### config.mk
export PLATFORM = sky130hd
export DESIGN_NAME = reservoir_readout
export DESIGN_NICKNAME = d
export VERILOG_FILES = /design/src/rtl/reservoir_readout.sv
export SDC_FILE = /design/constraint.sdc
export NUM_CORES = 2
export LEC_CHECK = 0
export ABC_AREA = 1
export CORE_MARGIN = 1.5
export CORE_UTILIZATION = 24
export CTS_BUF_LIST = sky130_fd_sc_hd__clkbuf_4 sky130_fd_sc_hd__clkbuf_8
export CTS_CLUSTER_DIAMETER = 100
export DETAILED_ROUTE_END_ITERATION = 12
export PLACE_DENSITY_LB_ADDON = 0.1
export SETUP_SLACK_MARGIN = 0.05
export SKIP_CTS_REPAIR_TIMING = 1
export SLEW_MARGIN = 40
export SYNTH_ARGS = -nofsm -noshare
export SYNTH_HDL_FRONTEND = slang
export SYNTH_SLANG_ARGS = --single-unit
### constraint.sdc
create_clock -name clk -period 12.1 [get_ports clk]
set_input_delay 1.21 -clock clk [delete_from_list [all_inputs] [get_ports clk]]
set_output_delay 1.21 -clock clk [all_outputs]
set_load 0.03 [all_outputs]
### src/rtl/reservoir_readout.sv
// reservoir_readout: per-node weighted readout of a reservoir sample stream.
// Each frame of VIRTUAL_NODES samples is multiplied against a programmable
// weight file, accumulated at full precision and emitted as one fixed-point
// prediction.
// Optional build macro: READOUT_SAT_EN -- when defined, the scaled result
// saturates to the signed DATA_WIDTH range; otherwise it wraps (keeps low bits).
module reservoir_readout #(
    parameter  int VIRTUAL_NODES = 10,
    parameter  int DATA_WIDTH    = 32,
    parameter  int FRAC_BITS     = 16,
    localparam int AW            = (VIRTUAL_NODES > 1) ? $clog2(VIRTUAL_NODES) : 1,
    localparam int ACC_W         = 2 * DATA_WIDTH + AW
) (
    input  logic                  clk,
    input  logic                  rst,
    input  logic [DATA_WIDTH-1:0] din,
    input  logic                  din_valid,
    output logic                  din_ready,
    input  logic                  weight_we,
    input  logic [AW-1:0]         weight_addr,
    input  logic [DATA_WIDTH-1:0] weight_data,
    output logic [DATA_WIDTH-1:0] dout,
    output logic                  dout_valid,
    output logic [AW-1:0]         node_idx,
    output logic                  overrun
);

    typedef enum logic [1:0] {
        ST_IDLE  = 2'd0,
        ST_ACCUM = 2'd1,
        ST_EMIT  = 2'd2
    } state_t;

    // Node count widened by one bit so that a full power-of-two count still fits.
    localparam logic [AW:0]   NODES_W  = (AW + 1)'(VIRTUAL_NODES);
    localparam logic [AW-1:0] LAST_IDX = AW'(VIRTUAL_NODES - 1);
    localparam logic [AW-1:0] ONE_IDX  = AW'(1);

    state_t                  r_state;
    state_t                  w_state_next;
    logic [ACC_W-1:0]        r_acc;
    logic [AW-1:0]           r_node_idx;
    logic [DATA_WIDTH-1:0]   r_dout;
    logic                    r_dout_valid;
    logic                    r_overrun;
    logic                    r_din_ready;
    logic [DATA_WIDTH-1:0]   r_weight [VIRTUAL_NODES];

    logic                          w_accept;
    logic                          w_addr_ok;
    logic [DATA_WIDTH-1:0]         w_weight_sel;
    logic signed [2*DATA_WIDTH-1:0] w_prod;
    logic [ACC_W-1:0]              w_prod_ext;

    // Arithmetic right shift (floor) by FRAC_BITS, then reduce to DATA_WIDTH.
    function automatic logic [DATA_WIDTH-1:0] scale_result(input logic signed [ACC_W-1:0] a);
`ifdef READOUT_SAT_EN
        logic signed [ACC_W-1:0] sh;
        sh = a >>> FRAC_BITS;
        // In range when every bit above the result sign bit equals that sign bit.
        if ((&sh[ACC_W-1:DATA_WIDTH-1]) || (~|sh[ACC_W-1:DATA_WIDTH-1])) begin
            return sh[DATA_WIDTH-1:0];
        end else if (sh[ACC_W-1]) begin
            return {1'b1, {(DATA_WIDTH-1){1'b0}}};
        end else begin
            return {1'b0, {(DATA_WIDTH-1){1'b1}}};
        end
`else
        return DATA_WIDTH'(a >>> FRAC_BITS);
`endif
    endfunction

    assign w_accept     = din_valid && (r_state != ST_EMIT);
    assign w_addr_ok    = ({1'b0, weight_addr} < NODES_W);
    // The MAC reads the weight register before any same-cycle write lands,
    // so a simultaneous write to the active node only affects later frames.
    assign w_weight_sel = r_weight[r_node_idx];
    assign w_prod       = $signed(din) * $signed(w_weight_sel);
    assign w_prod_ext   = {{AW{w_prod[2*DATA_WIDTH-1]}}, w_prod};

    assign din_ready  = r_din_ready;
    assign dout       = r_dout;
    assign dout_valid = r_dout_valid;
    assign node_idx   = r_node_idx;
    assign overrun    = r_overrun;

    // State register.
    always_ff @(posedge clk) begin
        if (!rst) begin
            r_state <= ST_IDLE;
        end else begin
            r_state <= w_state_next;
        end
    end

    // Next-state logic: collect a frame, then spend one cycle emitting it.
    always_comb begin
        w_state_next = r_state;
        case (r_state)
            ST_IDLE: begin
                if (w_accept) begin
                    if (VIRTUAL_NODES == 32'sd1) begin
                        w_state_next = ST_EMIT;
                    end else begin
                        w_state_next = ST_ACCUM;
                    end
                end else begin
                    w_state_next = ST_IDLE;
                end
            end
            ST_ACCUM: begin
                if (w_accept && (r_node_idx == LAST_IDX)) begin
                    w_state_next = ST_EMIT;
                end else begin
                    w_state_next = ST_ACCUM;
                end
            end
            ST_EMIT: begin
                w_state_next = ST_IDLE;
            end
            default: begin
                w_state_next = ST_IDLE;
            end
        endcase
    end

    // Ready flag registered from the next state so it tracks state != EMIT.
    always_ff @(posedge clk) begin
        if (!rst) begin
            r_din_ready <= 1'b1;
        end else begin
            r_din_ready <= (w_state_next != ST_EMIT);
        end
    end

    // Multiply-accumulate datapath, result scaling and output pulse.
    always_ff @(posedge clk) begin
        if (!rst) begin
            r_acc        <= {ACC_W{1'b0}};
            r_node_idx   <= {AW{1'b0}};
            r_dout       <= {DATA_WIDTH{1'b0}};
            r_dout_valid <= 1'b0;
        end else begin
            r_dout_valid <= 1'b0;
            case (r_state)
                ST_IDLE: begin
                    if (w_accept) begin
                        r_acc      <= w_prod_ext;
                        r_node_idx <= ONE_IDX;
                    end
                end
                ST_ACCUM: begin
                    if (w_accept) begin
                        r_acc      <= r_acc + w_prod_ext;
                        r_node_idx <= r_node_idx + ONE_IDX;
                    end
                end
                ST_EMIT: begin
                    r_dout       <= scale_result($signed(r_acc));
                    r_dout_valid <= 1'b1;
                    r_acc        <= {ACC_W{1'b0}};
                    r_node_idx   <= {AW{1'b0}};
                end
                default: begin
                    r_acc      <= {ACC_W{1'b0}};
                    r_node_idx <= {AW{1'b0}};
                end
            endcase
        end
    end

    // Sticky overrun: a sample offered while the emit cycle blocks input.
    always_ff @(posedge clk) begin
        if (!rst) begin
            r_overrun <= 1'b0;
        end else if (din_valid && (r_state == ST_EMIT)) begin
            r_overrun <= 1'b1;
        end
    end

    // Weight register file; out-of-range addresses are dropped.
    always_ff @(posedge clk) begin
        if (!rst) begin
            for (int i = 0; i < VIRTUAL_NODES; i++) begin
                r_weight[i] <= {DATA_WIDTH{1'b0}};
            end
        end else if (weight_we && w_addr_ok) begin
            r_weight[weight_addr] <= weight_data;
        end
    end

endmodule

==> metrics.cfg <==
[worst_setup_path]
critPathMaxFanout=68
critical-path-slowest-cell=fa_1
cp_slowest_stage_delay_ns=0.61
worstPathRequired_ns=12.74
cp_common_cell=fa_1
cp.arrival_ns=12.06
worstSetupEndpointType=register
start_kind=register
critPathKind=register to register

[synthesis]
synth_warnings=0
synth_common_cells=1196 x nor2_1, 1160 x inv_1, 994 x nand2_1
synth_top_area_share_pct=29.5
synth.distinct_cells=60
postSynth.asyncResetShare_pct=0
yosysSeqAreaShare_pct=30.2
ys.flop_type=edfxtp_1
avgSynthCellArea_um2=8.91
synth_most_common_cell=nor2_1
synth_top_cell_by_area=fa_1
synthTopCellsByArea=fa_1 29%, edfxtp_1 27%, nor2_1 7.9%
synth.ff_latch_count=605
synthCells=6397
synth_edf_count=512
syn-cell-area_mm2=0.0570

[final_layout]
layout.cells.non_filler=9926
multi_input_comb_area_mm2=0.0347
syn2layout_area_growth_pct=14.6
seqCellArea_mm2=0.0172
fillCellCount=25700
nNetsFinal=7820
drive_gt1_share_pct=6.26

[floorplan]
die_h_um=490
num_rows=178
initial_core_util_pct=24.2
io_pins=111
die_area_mm2=0.240
core-area_mm2=0.236
die_w_um=490

[global_route]
grt-busiest-layer=met2
overflow=0
met2_usage_pct=30.6
grt_max_degree=112
grtUsageMet3_pct=2.21
use_met1_pct=24.8
grt_pass1_vias=45800
track_usage_pct=18.2
grt_pass1_wl_um=322000
antenna_found_initial=9

[sta]
fin_skew_ns=0.114
maxSlewViolCount=0
hold_viol=0
fmax_mhz=87.6
setup_tns_ns=0
finalCritPeriodShare_pct=94.4
setup_viol=0
relSlewSlack_pct=42.5
setup_ws_ns=0.683
rsz0062_at_grt=no
finalCriticalPeriod_ns=11.42
tightest_slew_ns=0.863

[placed_design]
io_buffers=110
detailed_place_hpwl_um=165000
dp_cells=9726
place_ws_ns=0.607
gp_congestion=0.858

[outcome]
status=finished clean

[clocking]
ctsLongestPathBuffers=3
htreeDepth=3
cts.sinks=605
clock_latency_ns=0.87
path_clk_slew_ns=0.06
root_buffer=clkbuf_8
cts_tree=built
numCtsBuffers=112

[drt]
vias=43800
ant_nets=0
wl_per_cell_um=22.1
initialDrtViolationCount=2775
routed_via_density=4.41
drt_first_pass_iters=7
wirelength_um=219000
route.detailed.drc=0

[worst_hold_path]
hold_path.class=register to register

[run]
maxCapViolCount=0

per-layer routing:
| metal | wire [um] | part of all wire, % |
|---|---|---|
| met3 | 8550 | 3.9 |
| met4 | 5150 | 2.3 |
| met1 | 100000 | 46 |
| met5 | 53 | 0.024 |
| met2 | 105000 | 48 |
cell usage in the layout (no fill, tap or decap), types with 4 or more instances in the layout:
cell type	count
o21ai_1	27
diode_2	4
edfxtp_1	512
clkbuf_4	48
o21ai_0	287
clkinv_2	8
o21a_1	11
nor4_1	6
nor2_2	4
nand3b_1	5
clkbuf_8	116
xnor2_1	19
inv_2	12
nand2_2	13
ha_1	218
a31oi_1	31
nor2_1	1192
xor2_1	44
clkinv_1	30
nor3_1	13
inv_1	1154
dfxtp_1	89
or2_2	14
a21oi_1	184
o22ai_1	16
nand3_1	227
o221ai_1	47
fa_1	840
nand3_2	4
conb_1	192
buf_12	21
o211ai_1	57
nand2_1	984
a21o_1	4
a22o_1	12
buf_4	156
nand4_1	8
clkdlybuf4s50_1	109
sequential cells by signal (all words and copies together), names as in the netlist, named ones only:
name and flops:
overrun 1, r_state 2, dout 32, r_acc 48
dout_valid 1, din_ready 1, node_idx 4, r_weight 512
final cells by class:
type	instances	share of cell area, %
flip-flops and latches	605	26.4
well taps	3150	6.03
multi-input cells	4497	53.1
inverters	1187	6.84
clock buffers	164	2.99
diodes	4	0.0153
repair buffers	287	4.11
clock inverters	32	0.467
metrics by stage:
stage	util [%]	hold slack (ns)	instance area (um^2)
2_1_floorplan	-	0.443	57700
3_3_place_gp	26.8	0.469	63100
3_5_place_dp	26.8	0.469	63100
4_1_cts	27.7	0.445	65300
5_1_grt	27.7	0.466	65300
6_report	27.7	0.448	65300
worst max-delay path, delay by kind of cell (launching register included):
| kind | cells | cell delay [ns] |
|---|---|---|
| adders and majority gates | 10 | 4.61 |
| xor gates and xnor gates | 1 | 0.33 |
| AOI/OAI and AO/OA | 10 | 1.68 |
| DFF | 1 | 0.38 |
| buffers and inverters | 8 | 1.52 |
| and+or+nand+nor | 12 | 2.58 |
logic make-up (layout without fill, tap and decap cells):
group	after synthesis	count (layout)	synth area share, %
adder cells (fa/ha/maj)	1058	1058	34.3
AO/OA/AOI/OAI	699	699	7.10
buffers and inverters	1486	1670	10.3
flip-flops	605	605	30.2
XOR/XNOR	64	64	0.996
AND/OR/NAND/NOR	2484	2484	17.1
other	1	196	0.00658
path summary, 6_finish.rpt:
kind              startpoint         to  slack, ns  cells after the start
setup / recovery    register  r_acc[43]       0.68                     41
hold / removal     r_acc[37]   dout[21]       0.45                      2
setup reg to reg    register  r_acc[43]       0.68                     41
hold reg to reg    r_acc[37]   dout[21]       0.45                      2
Power is left out: the tool's default activity adds up to more than one toggle a clock period on the data nets, which glitch-free logic cannot reach.
